[src/rtl/hamming74_pkg.sv]
// Shared (7,4) cyclic Hamming constants and types for the serial encoder/decoder pair.
package hamming74_pkg;

  localparam logic [3:0] G_POLY = 4'b1011;
  localparam int         N      = 7;
  localparam int         K      = 4;
  localparam int         NMK    = 3;

  // Syndrome seen by the decoder for an error in the first-sent bit (x^6).
  localparam logic [2:0] S6 = 3'b101;

  typedef enum logic [1:0] {
    IDLE,
    INFO,
    PARITY
  } enc_state_t;

  typedef enum logic {
    LFSR_DIVIDE,
    LFSR_SHIFT
  } lfsr_mode_t;

endpackage

[src/rtl/crc3_lfsr.sv]
// Three-bit serial polynomial divider; in shift mode it drains the remainder MSB first.
module crc3_lfsr
  import hamming74_pkg::*;
(
  input  logic       clk,
  input  logic       rst_n,
  input  logic       shift_en,
  input  lfsr_mode_t mode,
  input  logic       din,
  output logic       r2
);

  logic [2:0] r;
  logic       fb;

  assign fb = din ^ r[2];
  assign r2 = r[2];

  // Draining shifts zeros in, so the register is clear again after the last parity bit.
  always_ff @(posedge clk or negedge rst_n) begin
    if (!rst_n) begin
      r <= 3'b000;
    end else if (shift_en) begin
      if (mode == LFSR_DIVIDE) begin
        r <= {r[1] ^ (fb & G_POLY[2]), r[0] ^ (fb & G_POLY[1]), fb & G_POLY[0]};
      end else begin
        r <= {r[1:0], 1'b0};
      end
    end
  end

endmodule

[src/rtl/cyclic_encoder_7_4.sv]
// Systematic (7,4) cyclic encoder: one-entry message buffer, serializer FSM and optional bit injector.
module cyclic_encoder_7_4
  import hamming74_pkg::*;
#(
  parameter int CNT_W = 8
) (
  input  logic             clk,
  input  logic             rst_n,
  input  logic [3:0]       msg_in,
  input  logic             msg_valid,
  output logic             msg_ready,
  input  logic             err_en,
  input  logic [2:0]       err_pos,
  output logic             data_out,
  output logic             code_valid,
  input  logic             dn_ready,
  output logic             word_done,
  output logic [CNT_W-1:0] word_cnt
);

  localparam logic [2:0] FIRST_POS     = 3'(N - 1);
  localparam logic [2:0] LAST_INFO_POS = 3'(N - K);

  enc_state_t state, next_state;

  logic       buf_full;
  logic [3:0] buf_msg;
  logic       buf_err_en;
  logic [2:0] buf_err_pos;

  logic [3:0] info_sh;
  logic       inj_en;
  logic [2:0] inj_pos;
  logic [2:0] pos;

  logic       accept;
  logic       xfer;
  logic       load;
  logic       true_bit;
  logic       lfsr_r2;
  lfsr_mode_t lfsr_mode;

  assign msg_ready  = !buf_full;
  assign accept     = msg_valid && msg_ready;
  assign code_valid = (state != IDLE);
  assign xfer       = code_valid && dn_ready;
  assign word_done  = xfer && (state == PARITY) && (pos == 3'd0);
  assign lfsr_mode  = (state == PARITY) ? LFSR_SHIFT : LFSR_DIVIDE;
  assign true_bit   = (state == PARITY) ? lfsr_r2 : info_sh[3];
  assign data_out   = code_valid && (true_bit ^ (inj_en && (inj_pos == pos)));

  always_ff @(posedge clk or negedge rst_n) begin
    if (!rst_n) begin
      state <= IDLE;
    end else begin
      state <= next_state;
    end
  end

  always_comb begin
    next_state = state;
    load       = 1'b0;
    case (state)
      IDLE: begin
        if (buf_full) begin
          load       = 1'b1;
          next_state = INFO;
        end
      end
      INFO: begin
        if (xfer && pos == LAST_INFO_POS) begin
          next_state = PARITY;
        end
      end
      PARITY: begin
        if (word_done) begin
          if (buf_full) begin
            load       = 1'b1;
            next_state = INFO;
          end else begin
            next_state = IDLE;
          end
        end
      end
      default: next_state = IDLE;
    endcase
  end

  // Accept only fills an empty buffer and load only drains a full one, so they never collide.
  always_ff @(posedge clk or negedge rst_n) begin
    if (!rst_n) begin
      buf_full    <= 1'b0;
      buf_msg     <= 4'd0;
      buf_err_en  <= 1'b0;
      buf_err_pos <= 3'd7;
    end else if (load) begin
      buf_full <= 1'b0;
    end else if (accept) begin
      buf_full    <= 1'b1;
      buf_msg     <= msg_in;
      buf_err_en  <= err_en;
      buf_err_pos <= err_pos;
    end
  end

  always_ff @(posedge clk or negedge rst_n) begin
    if (!rst_n) begin
      info_sh <= 4'd0;
      inj_en  <= 1'b0;
      inj_pos <= 3'd7;
      pos     <= 3'd0;
    end else if (load) begin
      info_sh <= buf_msg;
      inj_en  <= buf_err_en;
      inj_pos <= buf_err_pos;
      pos     <= FIRST_POS;
    end else if (xfer) begin
      info_sh <= {info_sh[2:0], 1'b0};
      pos     <= pos - 3'd1;
    end
  end

  always_ff @(posedge clk or negedge rst_n) begin
    if (!rst_n) begin
      word_cnt <= '0;
    end else if (word_done) begin
      word_cnt <= word_cnt + 1'b1;
    end
  end

  // The divider always sees the uncorrupted info bit, so injected errors never leak into parity.
  crc3_lfsr u_lfsr (
    .clk      (clk),
    .rst_n    (rst_n),
    .shift_en (xfer),
    .mode     (lfsr_mode),
    .din      (info_sh[3]),
    .r2       (lfsr_r2)
  );

endmodule

[config.mk]
export PLATFORM = sky130hd
export DESIGN_NAME = cyclic_encoder_7_4
export DESIGN_NICKNAME = d
export VERILOG_FILES = /design/src/rtl/hamming74_pkg.sv /design/src/rtl/crc3_lfsr.sv /design/src/rtl/cyclic_encoder_7_4.sv
export SDC_FILE = /design/constraint.sdc
export NUM_CORES = 1
export LEC_CHECK = 0
export BUFFER_PORTS_ARGS = -buffer_cell sky130_fd_sc_hd__buf_2
export CAP_MARGIN = 25
export CELL_PAD_IN_SITES_DETAIL_PLACEMENT = 1
export CELL_PAD_IN_SITES_GLOBAL_PLACEMENT = 1
export CORE_MARGIN = 4
export CORE_UTILIZATION = 45
export CTS_BUF_LIST = sky130_fd_sc_hd__clkbuf_2 sky130_fd_sc_hd__clkbuf_4 sky130_fd_sc_hd__clkbuf_8
export CTS_CLUSTER_DIAMETER = 40
export CTS_CLUSTER_SIZE = 25
export DETAILED_ROUTE_END_ITERATION = 7
export PLACE_DENSITY_LB_ADDON = 0.1
export SLEW_MARGIN = 5
export SYNTH_ARGS = -nofsm -noshare
export SYNTH_HDL_FRONTEND = slang
export SYNTH_SLANG_ARGS = --single-unit
[constraint.sdc]
create_clock -name clk -period 1.85 [get_ports clk]
set_clock_uncertainty 0.05 [all_clocks]
set_input_delay 0.0925 -clock clk [delete_from_list [all_inputs] [get_ports clk]]
set_output_delay 0.0925 -clock clk [all_outputs]
set_load 0.005 [all_outputs]
## Yosys cells after proc, flatten, opt, wreduce, memory -nomap -nowiden

Index checks and enable logic that the tools add are counted.

- Reductions and logical operators: 15
- Equal/unequal tests: 7
- $add $sub $neg: 2
- Mux-type cells: 17
- Bitwise gates (word level): 4

Operator list:

| operator | count |
|---|---|
| 8-bit by 1-bit adder with 8-bit output, second input constant | 1 |
| 2-bit two-way mux | 4 |
| 4-bit two-way mux | 2 |
| 1-bit logical AND | 7 |
| 1-bit two-way mux | 7 |
| 3-bit two-way mux | 2 |
| 2-bit inequality test, second input constant | 3 |
| 2-bit case mux with 3 select lines | 1 |
| 2-bit nonzero test | 3 |
| 3-bit by 2-bit == test with 1-bit output, second input constant | 1 |
| 3-bit == test | 1 |
| 3-bit zero test | 1 |
| 3-bit AND reduction | 1 |
| 3-bit by 1-bit subtractor with 3-bit output, second input constant | 1 |
| 1-bit bitwise XOR | 3 |
| 2-bit by 1-bit == test with 1-bit output, second input constant | 1 |
| 2-bit == test, second input constant | 1 |
| 2-bit zero test | 1 |
| 1-bit case mux with 2 select lines | 1 |
| 2-bit AND reduction | 1 |
| 1-bit zero test | 1 |
| 1-bit inverter | 1 |

- Bits of input ports: 12
- Output and inout bits: 12
- Register bits after elaboration: 33
- Word-level logic and storage cells: 56

## Logic depth before layout (Yosys ltp)

Gate-level depths: netlist of run 1.

- Word-level depth: 8
- Depth in mapped cells: 7
- Gate-level depth less buffers: 6

## Hierarchy

From an unflattened synthesis of run 1, not the netlist that was laid out.

- Cell total of the unflattened synthesis: 121
- Area, all modules: 1,532.7 um^2

Modules (own cells, without submodules):

| module | instances | cells an instance | sequential area each (um^2) | area an instance (um^2) |
|---|---|---|---|---|
| cyclic_encoder_7_4 | 1 | 110 | 758.2 | 1,401.3 |
| crc3_lfsr | 1 | 11 | 75.1 | 131.4 |

## Worst setup path before layout of run 1

Ideal clock, no wire load.

- Kind: register to register
- From: reg pos[0]
- To: reg inj_en
- Setup slack: 0.282 ns
- Clock period less this slack: 1.568 ns
- Stages on the path, launching flop included: 6
- Data required time: 1.675 ns
- Path buffers: 0
- Library setup time: 0.125 ns
- Arrival: 1.394 ns
- Cell sequence: dfrtp_1 -> inv_1 -> ha_1 -> nand3b_4 -> a21oi_4 -> mux2_2

- Cells in the longest elaborated chain, start to end: 4

RTL lines:

| element | RTL line | text |
|---|---|---|
| from (decl) | cyclic_encoder_7_4.sv:34 | `logic [2:0] pos;` |
| from (signal assigned) | cyclic_encoder_7_4.sv:119 | `pos <= pos - 3'd1;` |
| 3-bit zero test | cyclic_encoder_7_4.sv:47 | `assign word_done = xfer && (state == PARITY) && (pos == 3'd0);` |
| 1-bit logical AND | cyclic_encoder_7_4.sv:47 |  |
| 1-bit two-way mux | cyclic_encoder_7_4.sv:76 | `if (word_done) begin` |
| 1-bit case mux with 2 select lines | cyclic_encoder_7_4.sv:63 | `case (state)` |
| to (signal assigned) | cyclic_encoder_7_4.sv:114 | `inj_en <= buf_err_en;` |
| to (decl) | cyclic_encoder_7_4.sv:32 | `logic inj_en;` |

Every way passes these cells.
A chain may end at the register's enable or synchronous reset.

## Worst setup path after layout of run 1

- From: reg inj_pos[2]
- To: out data_out

- Cells in the longest elaborated chain, start to end: 4

RTL lines:

| element | RTL line | text |
|---|---|---|
| from (decl) | cyclic_encoder_7_4.sv:33 | `logic [2:0] inj_pos;` |
| from (signal assigned) | cyclic_encoder_7_4.sv:115 | `inj_pos <= buf_err_pos;` |
| 3-bit == test | cyclic_encoder_7_4.sv:50 | `assign data_out = code_valid && (true_bit ^ (inj_en && (inj_pos == pos)));` |
| 1-bit logical AND | cyclic_encoder_7_4.sv:50 |  |
| 1-bit bitwise XOR | cyclic_encoder_7_4.sv:50 |  |
| 1-bit logical AND | cyclic_encoder_7_4.sv:50 |  |
| to (decl) | cyclic_encoder_7_4.sv:14 | `output logic data_out,` |

Every way passes these cells.

==> run metrics, run 1 <==
final wirelength around 2.8 mm; sw frac 0.318; multi-input combinational cell area between 600 and 700 um^2; Pre-antenna DRT Iters 4; status completed; CP Launch Type register; clock net sink count 33; ratio of cells with drive above 1 in the final layout 0.389; Max-Cap Viols 0; Netlist cell types 33; Hold WS 0.0619 ns; post-synthesis cell count 122; Area Overhead vs Synth 23.1%; initial antenna violation count 0; Synth area leaders dfrtp_1, dfstp_2, mux2_2; antenna-violating nets left 0; switching pwr 819 uW; mean routed wirelength per cell 13.7 um; slew margin rel. 0.514; Worst EP required 1.71 ns; drt drc 0; ant diodes 0; sequential fraction of design power 0.482; register bit total from synthesis 33; post-detail-place hpwl approximately 2.1 mm; yosys warns 0; first-pass GRT wire length roughly 5.1 mm; Layout Cells excl Fill 208; Combinational Power Share 0.340; Num CTS Buffers 5; critical path endpoint category output pin; Power Density 1360 mW/mm^2; Slew Limit Fails 0; internal power 1760 uW; cell taking the most area after synthesis dfrtp_1; Initial Utilization 0.463; die width 66.6 um; Cell Area, Placed 0.00171 mm^2; number of vias per cell 4.98; leading cell types in the layout, fill and taps excluded dfrtp_1, buf_2, mux2_2; final setup violation count 0; io pins 24; Hold Crit Class in2reg; gr usage total 0.156; Leak roughly 0.00090 uW; power consumption 2580 uW; Fmax achieved 558 MHz; Die ar. 0.00443 mm^2; Die Y 66.6 um; Cell Area, Synth roughly 0.0015 mm^2; worst r2r path cells 5; commonest non-fill, non-tap cell in the layout dfrtp_1; Vias 1,036; fill count 372; critical path endpoint data_out; DP Cell Count 190; Longest Clk Path Bufs 2; Initial DRC Count 29; fin crit share 0.968; crit path kind reg2out; Worst R2R Setup Slack about 0.19 ns; CTS tree built; Final Critical Period approximately 1.8 ns; Overflow after GRT 0; net count after synthesis between 100 and 150; Peak VDD IR 684 uV; Reg clk slew, reported paths approximately 0.10 ns; FF-to-FF Start pos[0]$_DFFE_PN0P_; Worst-Margin Slew ~0.73 ns; Post-Syn Area per Cell 12.7 um^2; register area share after synthesis 0.540; Fin. Hold Viols 0; area share of the largest cell type after synthesis 0.438; fin area 0.00190 mm^2; Worst-Skew Late Latency 0.33 ns; Root Driver clkbuf_4; crit path DAT 1.65 ns; Sequential Area 833 um^2; PortBufs 23; CTS H-tree lvls 2; largest net degree at the start of global routing 34; global placement routability congestion 0.704; Critical Path Start inj_pos[2]$_DFFE_PN1P_; crit-path max FO 2; vias in the first global route 1,087; R2R Path End inj_en$_DFFE_PN0P_; FP Rows 21; Layout Nets 177; clock share of power 0.177; unrepaired setup endpoints after global routing yes; Placeable Area 0.00334 mm^2
[worst min-delay path by stage]
stage | start | to | cells past startpoint
after CTS | dn_ready | u_lfsr.r[1]$_DFFE_PN0P_ | 3
after global routing | dn_ready | u_lfsr.r[1]$_DFFE_PN0P_ | 3
after floorplan | rst_n | buf_err_en$_DFFE_PN0P_ | 0
after global placement | rst_n | u_lfsr.r[1]$_DFFE_PN0P_ | 1
final | dn_ready | u_lfsr.r[1]$_DFFE_PN0P_ | 3
after detailed placement | rst_n | u_lfsr.r[2]$_DFFE_PN0P_ | 1
[cell usage after synthesis]
| library cell | n |
|---|---|
| nor2b_1 | 1 |
| a211o_1 | 1 |
| nand3_1 | 4 |
| ha_1 | 4 |
| xor2_1 | 5 |
| mux2_2 | 14 |
| nand2b_2 | 1 |
| xnor2_1 | 11 |
| nor2_1 | 4 |
| o21ai_0 | 4 |
| a21oi_4 | 1 |
| o22ai_1 | 2 |
| buf_2 | 1 |
| mux2i_1 | 3 |
| nor3_2 | 1 |
| nand3b_4 | 1 |
| and4_1 | 1 |
| inv_1 | 4 |
| nand4_1 | 3 |
| dfstp_2 | 6 |
| nand2b_1 | 3 |
| buf_6 | 1 |
| a32o_1 | 1 |
| a21boi_0 | 1 |
| buf_4 | 1 |
| nand2_4 | 1 |
| o211ai_1 | 1 |
| or2_4 | 1 |
| nand3b_1 | 1 |
| nand2_1 | 10 |
| o2bb2ai_1 | 1 |
| dfrtp_1 | 27 |
| nor2_4 | 1 |
[flip-flops by register name (all words and copies together) (netlist names)]
signal       count
inj_en           1
pos              3
buf_err_en       1
buf_msg          4
buf_err_pos      3
inj_pos          3
state            2
u_lfsr.r         3
word_cnt         8
info_sh          4
buf_full         1
[cell families after synthesis]
family                   share of synthesized area
multiplexers                                 0.122
buffers and inverters                       0.0251
adder cells (fa/ha/maj)                     0.0324
XOR/XNOR                                    0.0908
AO/OA/AOI/OAI                               0.0592
flip-flops                                   0.540
AND/OR/NAND/NOR                              0.131
[through the flow]
stage               setup TNS [ns]   util  setup slack [ns]
global placement                 0  0.512             0.270
detailed placement               0  0.512             0.197
floorplan                        0      -             0.282
CTS                              0  0.563            0.0144
global route               -0.0442  0.570           -0.0442
finish                           0  0.570            0.0593
[final cells by class]
class,count,area share
clock buffers,7,0.0342
clock inverters,1,0.00263
inverters,4,0.00790
multi-input cells,82,0.365
flip-flops and latches,33,0.438
well taps,46,0.0303
repair buffers,35,0.121
[worst max-delay path: stages (launching register included)]
cell and delay [ns]:
dfstp_2 0.57, xnor2_2 0.11, nand4_1 0.19, xor2_1 0.21, o2bb2ai_1 0.12, buf_2 0.12
[power groups by stage]
| stage | clock, uW | sequential, uW | combinational, uW |
|---|---|---|---|
| global placement | 0 | 1230 | 805 |
| CTS | 482 | 1230 | 861 |
| global route | 520 | 1290 | 993 |
| floorplan | 0 | 1180 | 675 |
| finish | 457 | 1240 | 877 |
| detailed placement | 0 | 1240 | 844 |
[repair_timing]
item	4_1_cts	5_1_grt
resized for setup	0	3
endpoints found under the setup margin	0	1
buffers inserted	0	0
endpoints found under the hold margin	36	0
hold buffers	10	0
[layer usage]
layer	track usage	up-vias	routed length (um)
met3	0.0438	10	116
met4	0.0990	0	80
met5	0	-	0
met2	0.249	22	1440
met1	0.182	511	1200
li1	-	493	-
Note: power is estimated with default switching activity, not from simulation.
==> inputs of run 2 (changes only) <==
--- a/config.mk
+++ b/config.mk
@@ -10,8 +10,7 @@
 export CELL_PAD_IN_SITES_DETAIL_PLACEMENT = 1
 export CELL_PAD_IN_SITES_GLOBAL_PLACEMENT = 1
 export CORE_MARGIN = 4
-export CORE_UTILIZATION = 45
-export CTS_BUF_LIST = sky130_fd_sc_hd__clkbuf_2 sky130_fd_sc_hd__clkbuf_4 sky130_fd_sc_hd__clkbuf_8
+export CORE_UTILIZATION = 44
 export CTS_CLUSTER_DIAMETER = 40
 export CTS_CLUSTER_SIZE = 25
 export DETAILED_ROUTE_END_ITERATION = 7
==> run 2 against run 1 <==
Compared with the run above:
- largest cell class unchanged
- via count up 0.39%
- utilization down 0.78 points
- sequential share of layout area up 0.26 points
==> run metrics, run 2 (synthesized netlist as in run 1, its figures left out) <==
internal power 1720 uW; Initial DRC Count 19; sw frac 0.324; Worst-Skew Late Latency between 0.3 and 0.4 ns; Area Overhead vs Synth 22.4%; Layout Nets 177; slowest cell delay on critical path approximately 0.57 ns; switching pwr 828 uW; Pre-antenna DRT Iters 4; Layout Cells excl Fill 208; global placement routability congestion about 0.74; Longest Clk Path Bufs 2; critical path's top delay family flip-flops; fill count 374; Num CTS Buffers 5; first-pass GRT wire length 5.17 mm; slew margin rel. 0.517; crit path DAT 1.65 ns; Slew Limit Fails 0; Fin. Hold Viols 0; crit path kind reg2out; post-route setup slack between 0.05 and 0.06 ns; PortBufs 23; Worst-Margin Slew 0.724 ns; Power Density 1350 mW/mm^2; Crit path depth 5; FF-to-FF Start pos[0]$_DFFE_PN0P_; CP Launch Type register; CTS tree built; final setup violation count 0; initial antenna violation count 0; Final Critical Period 1.80 ns; fin util 0.562; clock net sink count 33; CTS H-tree lvls 2; critical path endpoint category output pin; die width 67.2 um; multi-input combinational cell area 694 um^2; ant diodes 0; Post-CTS Repair Setup Buffers 0; power consumption between 2000 and 3000 uW; Combinational Power Share 0.346; unrepaired setup endpoints after global routing yes; final wirelength 2.97 mm; Vias 1,040; Worst EP required 1.71 ns; gr usage total 0.156; Largest register FFs 8; crit-path max FO 2; mean routed wirelength per cell 14.3 um; ratio of cells with drive above 1 in the final layout 0.377; Sequential Area roughly 830 um^2; biggest regs word_cnt (8), buf_msg (4), info_sh (4); commonest non-fill, non-tap cell in the layout dfrtp_1; Fmax achieved approximately 560 MHz; fin crit share 0.970; worst r2r path cells 5; drt drc 0; Placeable Area 0.00336 mm^2; antenna-violating nets left 0; Die ar. 0.00452 mm^2; vias in the first global route approximately 1,100; status completed; sequential fraction of design power 0.489; Critical Path Start inj_pos[0]$_DFFE_PN1P_; number of vias per cell 5.00; Max-Cap Viols 0; Post-Place Worst Slack 0.229 ns; FP Rows 21; io pins 24; Largest Register word_cnt; Die Y 67.2 um; largest net degree at the start of global routing 34; HP Start dn_ready; Root Driver clkbuf_4; Cell Chain, Critical Path xnor2_2 -> nand4_1 -> xor2_1 -> o2bb2ai_1 -> buf_2; leading cell types in the layout, fill and taps excluded dfrtp_1, buf_2, mux2_2; setup TNS 0 ns; Peak VDD IR 648 uV; Slowest-stage cell, CP dfstp_2; post-detail-place hpwl about 2.0 mm; clock share of power 0.165; DP Cell Count 190; Reg clk slew, reported paths about 0.1 ns; Min-Delay Path Depth 3; Leak between 0.0008 and 0.0009 uW; Hold Crit Class in2reg; WP buf/inv 1; Initial Utilization 0.459; Overflow after GRT 0
## run 2: worst reg2reg max path, stage by stage (launching register included)
cell and delay [ns]:
dfrtp_1 0.46, inv_1 0.15, ha_1 0.21, nand3b_4 0.13, a21oi_4 0.24, mux2_2 0.35
## run 2: stage by stage
stage	hold WS, ns	cell area, um^2
finish	0.0706	1890
global route	0.0796	1890
CTS	0.0623	1870
detailed placement	0.142	1710
global placement	0.138	1710
floorplan	-0.253	1540
## run 2: path summary, 6_finish.rpt
check	endpoint	slack, ns
worst max-delay path	data_out	0.05
worst min-delay path	u_lfsr.r[1]$_DFFE_PN0P_	0.07
worst max register to register	inj_en$_DFFE_PN0P_	0.14
worst min register to register	word_cnt[7]$_DFFE_PN0P_	0.42
max in group asynchronous	buf_err_en$_DFFE_PN0P_	0.99
min in group asynchronous	info_sh[3]$_DFFE_PN0P_	0.30
## run 2: area by class of cell
type	count	area share
well taps	46	0.0305
repair buffers	35	0.122
inverters	4	0.00795
flip-flops and latches	33	0.441
clock buffers	8	0.0311
multi-input cells	82	0.368
## run 2: layer usage
metal / global-route usage / vias up / wire length (um)
met1: 0.174 / 517 / 1210
met5: 0 / - / 0
met4: 0.0759 / 0 / 55
met2: 0.271 / 22 / 1570
met3: 0.0433 / 6 / 134
li1: - / 495 / -
## run 2: power by group through the flow
stage	sequential [uW]	combinational [uW]	clock, uW
2_1_floorplan	1180	675	0
3_3_place_gp	1220	797	0
3_5_place_dp	1240	832	0
4_1_cts	1220	850	441
5_1_grt	1290	1000	468
6_report	1250	883	422
## run 2: what timing repair did
action | CTS | global route
gates resized for setup | 0 | 3
setup endpoints to repair | 0 | 1
endpoints found under the hold margin | 36 | 0
hold buffers | 10 | 0
==> inputs of run 3 (changes only) <==
--- a/config.mk
+++ b/config.mk
@@ -10,7 +10,8 @@
 export CELL_PAD_IN_SITES_DETAIL_PLACEMENT = 1
 export CELL_PAD_IN_SITES_GLOBAL_PLACEMENT = 1
 export CORE_MARGIN = 4
-export CORE_UTILIZATION = 44
+export CORE_UTILIZATION = 45
+export CTS_BUF_LIST = sky130_fd_sc_hd__clkbuf_2
 export CTS_CLUSTER_DIAMETER = 40
 export CTS_CLUSTER_SIZE = 25
 export DETAILED_ROUTE_END_ITERATION = 7
==> constraint.sdc (replaced) <==
create_clock -name clk -period 1.85 [get_ports clk]
set_clock_uncertainty 0.05 [all_clocks]
set_input_delay 0.0925 -clock clk [delete_from_list [all_inputs] [get_ports clk]]
set_output_delay 0.0925 -clock clk [all_outputs]
set_load 0.1 [all_outputs]
==> run 3 against run 2 <==
Compared with the run above:
- the flow now finishes with violations (negative setup slack)
- utilization up 4.8 points
- power up 23%
- die area down 2.0%
- setup slack worse by 0.23 ns
- sequential share of layout area down 3.0 points
- maximum frequency down 11%
- combinational power up 56%
- highest routed layer unchanged
- critical path depth up 1
- cell area up 7.7%
- largest cell class unchanged
- final cell count up 2.9%
- largest power group is now combinational cells
- critical endpoint unchanged
==> run metrics, run 3 (synthesized netlist as in run 1, its figures left out) <==
vias in the first global route 1,158; Overflow after GRT 0; antenna-violating nets left 0; power consumption 3130 uW; sw frac 0.384; commonest non-fill, non-tap cell in the layout dfrtp_1; Largest Register word_cnt; Power Density 1540 mW/mm^2; PortBufs 23; Pre-antenna DRT Iters 3; biggest regs word_cnt (8), buf_msg (4), info_sh (4); post-detail-place hpwl about 2.1 mm; gr usage total 0.168; Num CTS Buffers 5; met3 Use GR 0.0607; Peak VDD IR ~800 uV; Largest register FFs 8; Hold Crit Class in2async; Layout Nets approximately 180; DP Cell Count 190; initial antenna violation count 0; ratio of cells with drive above 1 in the final layout 0.446; Longest Clk Path Bufs 2; internal power 1920 uW; mean routed wirelength per cell 15.3 um; Hold WS 0.228 ns; crit path kind reg2out; Die ar. 0.00443 mm^2; FP Rows 21; Fmax achieved 493 MHz; Max-Cap Viols 0; sequential fraction of design power 0.408; io pins 24; failing checks negative setup slack; setup TNS -0.177 ns; slew margin rel. 0.531; fin crit share 1.10; final wirelength 3.27 mm; global routing's busiest layer met2; switching pwr 1200 uW; Vias about 1,100; Worst-Skew Late Latency ~0.37 ns; Placeable Area around 0.0033 mm^2; Die Y 66.6 um; Worst R2R Setup Slack 0.09 ns; CTS tree built; clock share of power 0.151; Reg clk slew, reported paths 0.17 ns; Fin. Hold Viols 0; GRT met1 Usage 0.195; Initial DRC Count 43; status finished with violations; largest net degree at the start of global routing 34; Worst EP required 1.71 ns; leading cell types in the layout, fill and taps excluded dfrtp_1, buf_2, mux2_2; Combinational Power Share 0.441; ant diodes 0; post-route setup slack -0.177 ns; Final Critical Period 2.03 ns; Root Driver clkbuf_2; drt drc 0; critical path endpoint category output pin; fin util 0.610; R2R Path End word_cnt[1]$_DFFE_PN0P_; final setup violation count 1; CP Launch Type register; first-pass GRT wire length 5.45 mm; die width 66.6 um; worst r2r path cells 7; unrepaired setup endpoints after global routing yes; number of vias per cell 4.92; Area Overhead vs Synth 31.8%; global placement routability congestion 0.745; clock net sink count 33; Layout Cells excl Fill 214; Leak about 0.00095 uW; crit path DAT 1.88 ns; CTS H-tree lvls 2; Slew Limit Fails 0; Initial Utilization 0.463; crit-path max FO 2; met2 usage 0.285; Worst-Margin Slew between 0.7 and 0.8 ns; FF-to-FF Start pos[0]$_DFFE_PN0P_
run 3: cell type report:
class / instances / area, um^2
well taps: 46 / 57.6
clock buffers: 6 / 30.0
clock inverters: 2 / 33.8
inverters: 4 / 15.0
fillers: 349 / 1300
flip-flops and latches: 33 / 836
multi-input cells: 82 / 752
repair buffers: 41 / 312
run 3: stage by stage:
step | cell area (um^2) | setup slack [ns]
2_1_floorplan | 1580 | -0.0221
3_3_place_gp | 1770 | 0.268
3_5_place_dp | 1770 | 0.218
4_1_cts | 1970 | -0.117
5_1_grt | 2040 | -0.288
6_report | 2040 | -0.177
run 3: routing by layer:
metal	up-vias	wire (um)	part of all wire
met2	18	1760	0.54
li1	504	-	-
met5	-	0	0
met4	0	48	0.015
met3	5	127	0.039
met1	526	1330	0.41
run 3: how the worst max path moves through the flow:
| stage | startpoint | endpoint | cells past startpoint |
|---|---|---|---|
| 2_1_floorplan | pos[1]$_DFFE_PN0P_ | word_cnt[4]$_DFFE_PN0P_ | 6 |
| 3_3_place_gp | inj_pos[1]$_DFFE_PN1P_ | data_out | 5 |
| 3_5_place_dp | inj_pos[2]$_DFFE_PN1P_ | data_out | 5 |
| 4_1_cts | inj_pos[0]$_DFFE_PN1P_ | data_out | 6 |
| 5_1_grt | inj_pos[2]$_DFFE_PN1P_ | data_out | 6 |
| 6_report | inj_pos[2]$_DFFE_PN1P_ | data_out | 6 |
run 3: worst max-delay path: stages (launching register included):
cell	delay, ns
dfstp_2	0.59
xnor2_2	0.11
nand4_1	0.14
buf_6	0.17
xor2_2	0.15
o2bb2ai_4	0.17
buf_12	0.19
run 3: power by group through the flow:
stage          combinational (uW)  sequential, uW  clock, uW
2_1_floorplan                 995            1200          0
3_3_place_gp                 1190            1230          0
3_5_place_dp                 1230            1250          0
4_1_cts                      1320            1250        481
5_1_grt                      1490            1310        524
6_report                     1380            1280        473
run 3: repair_timing:
| item | CTS | global route |
|---|---|---|
| pin swaps | 2 | 3 |
| hold endpoints to repair | 36 | 1 |
| hold buffers | 10 | 1 |
| setup endpoints to repair | 1 | 2 |
| gates resized for setup | 4 | 5 |
| setup buffers | 1 | 4 |
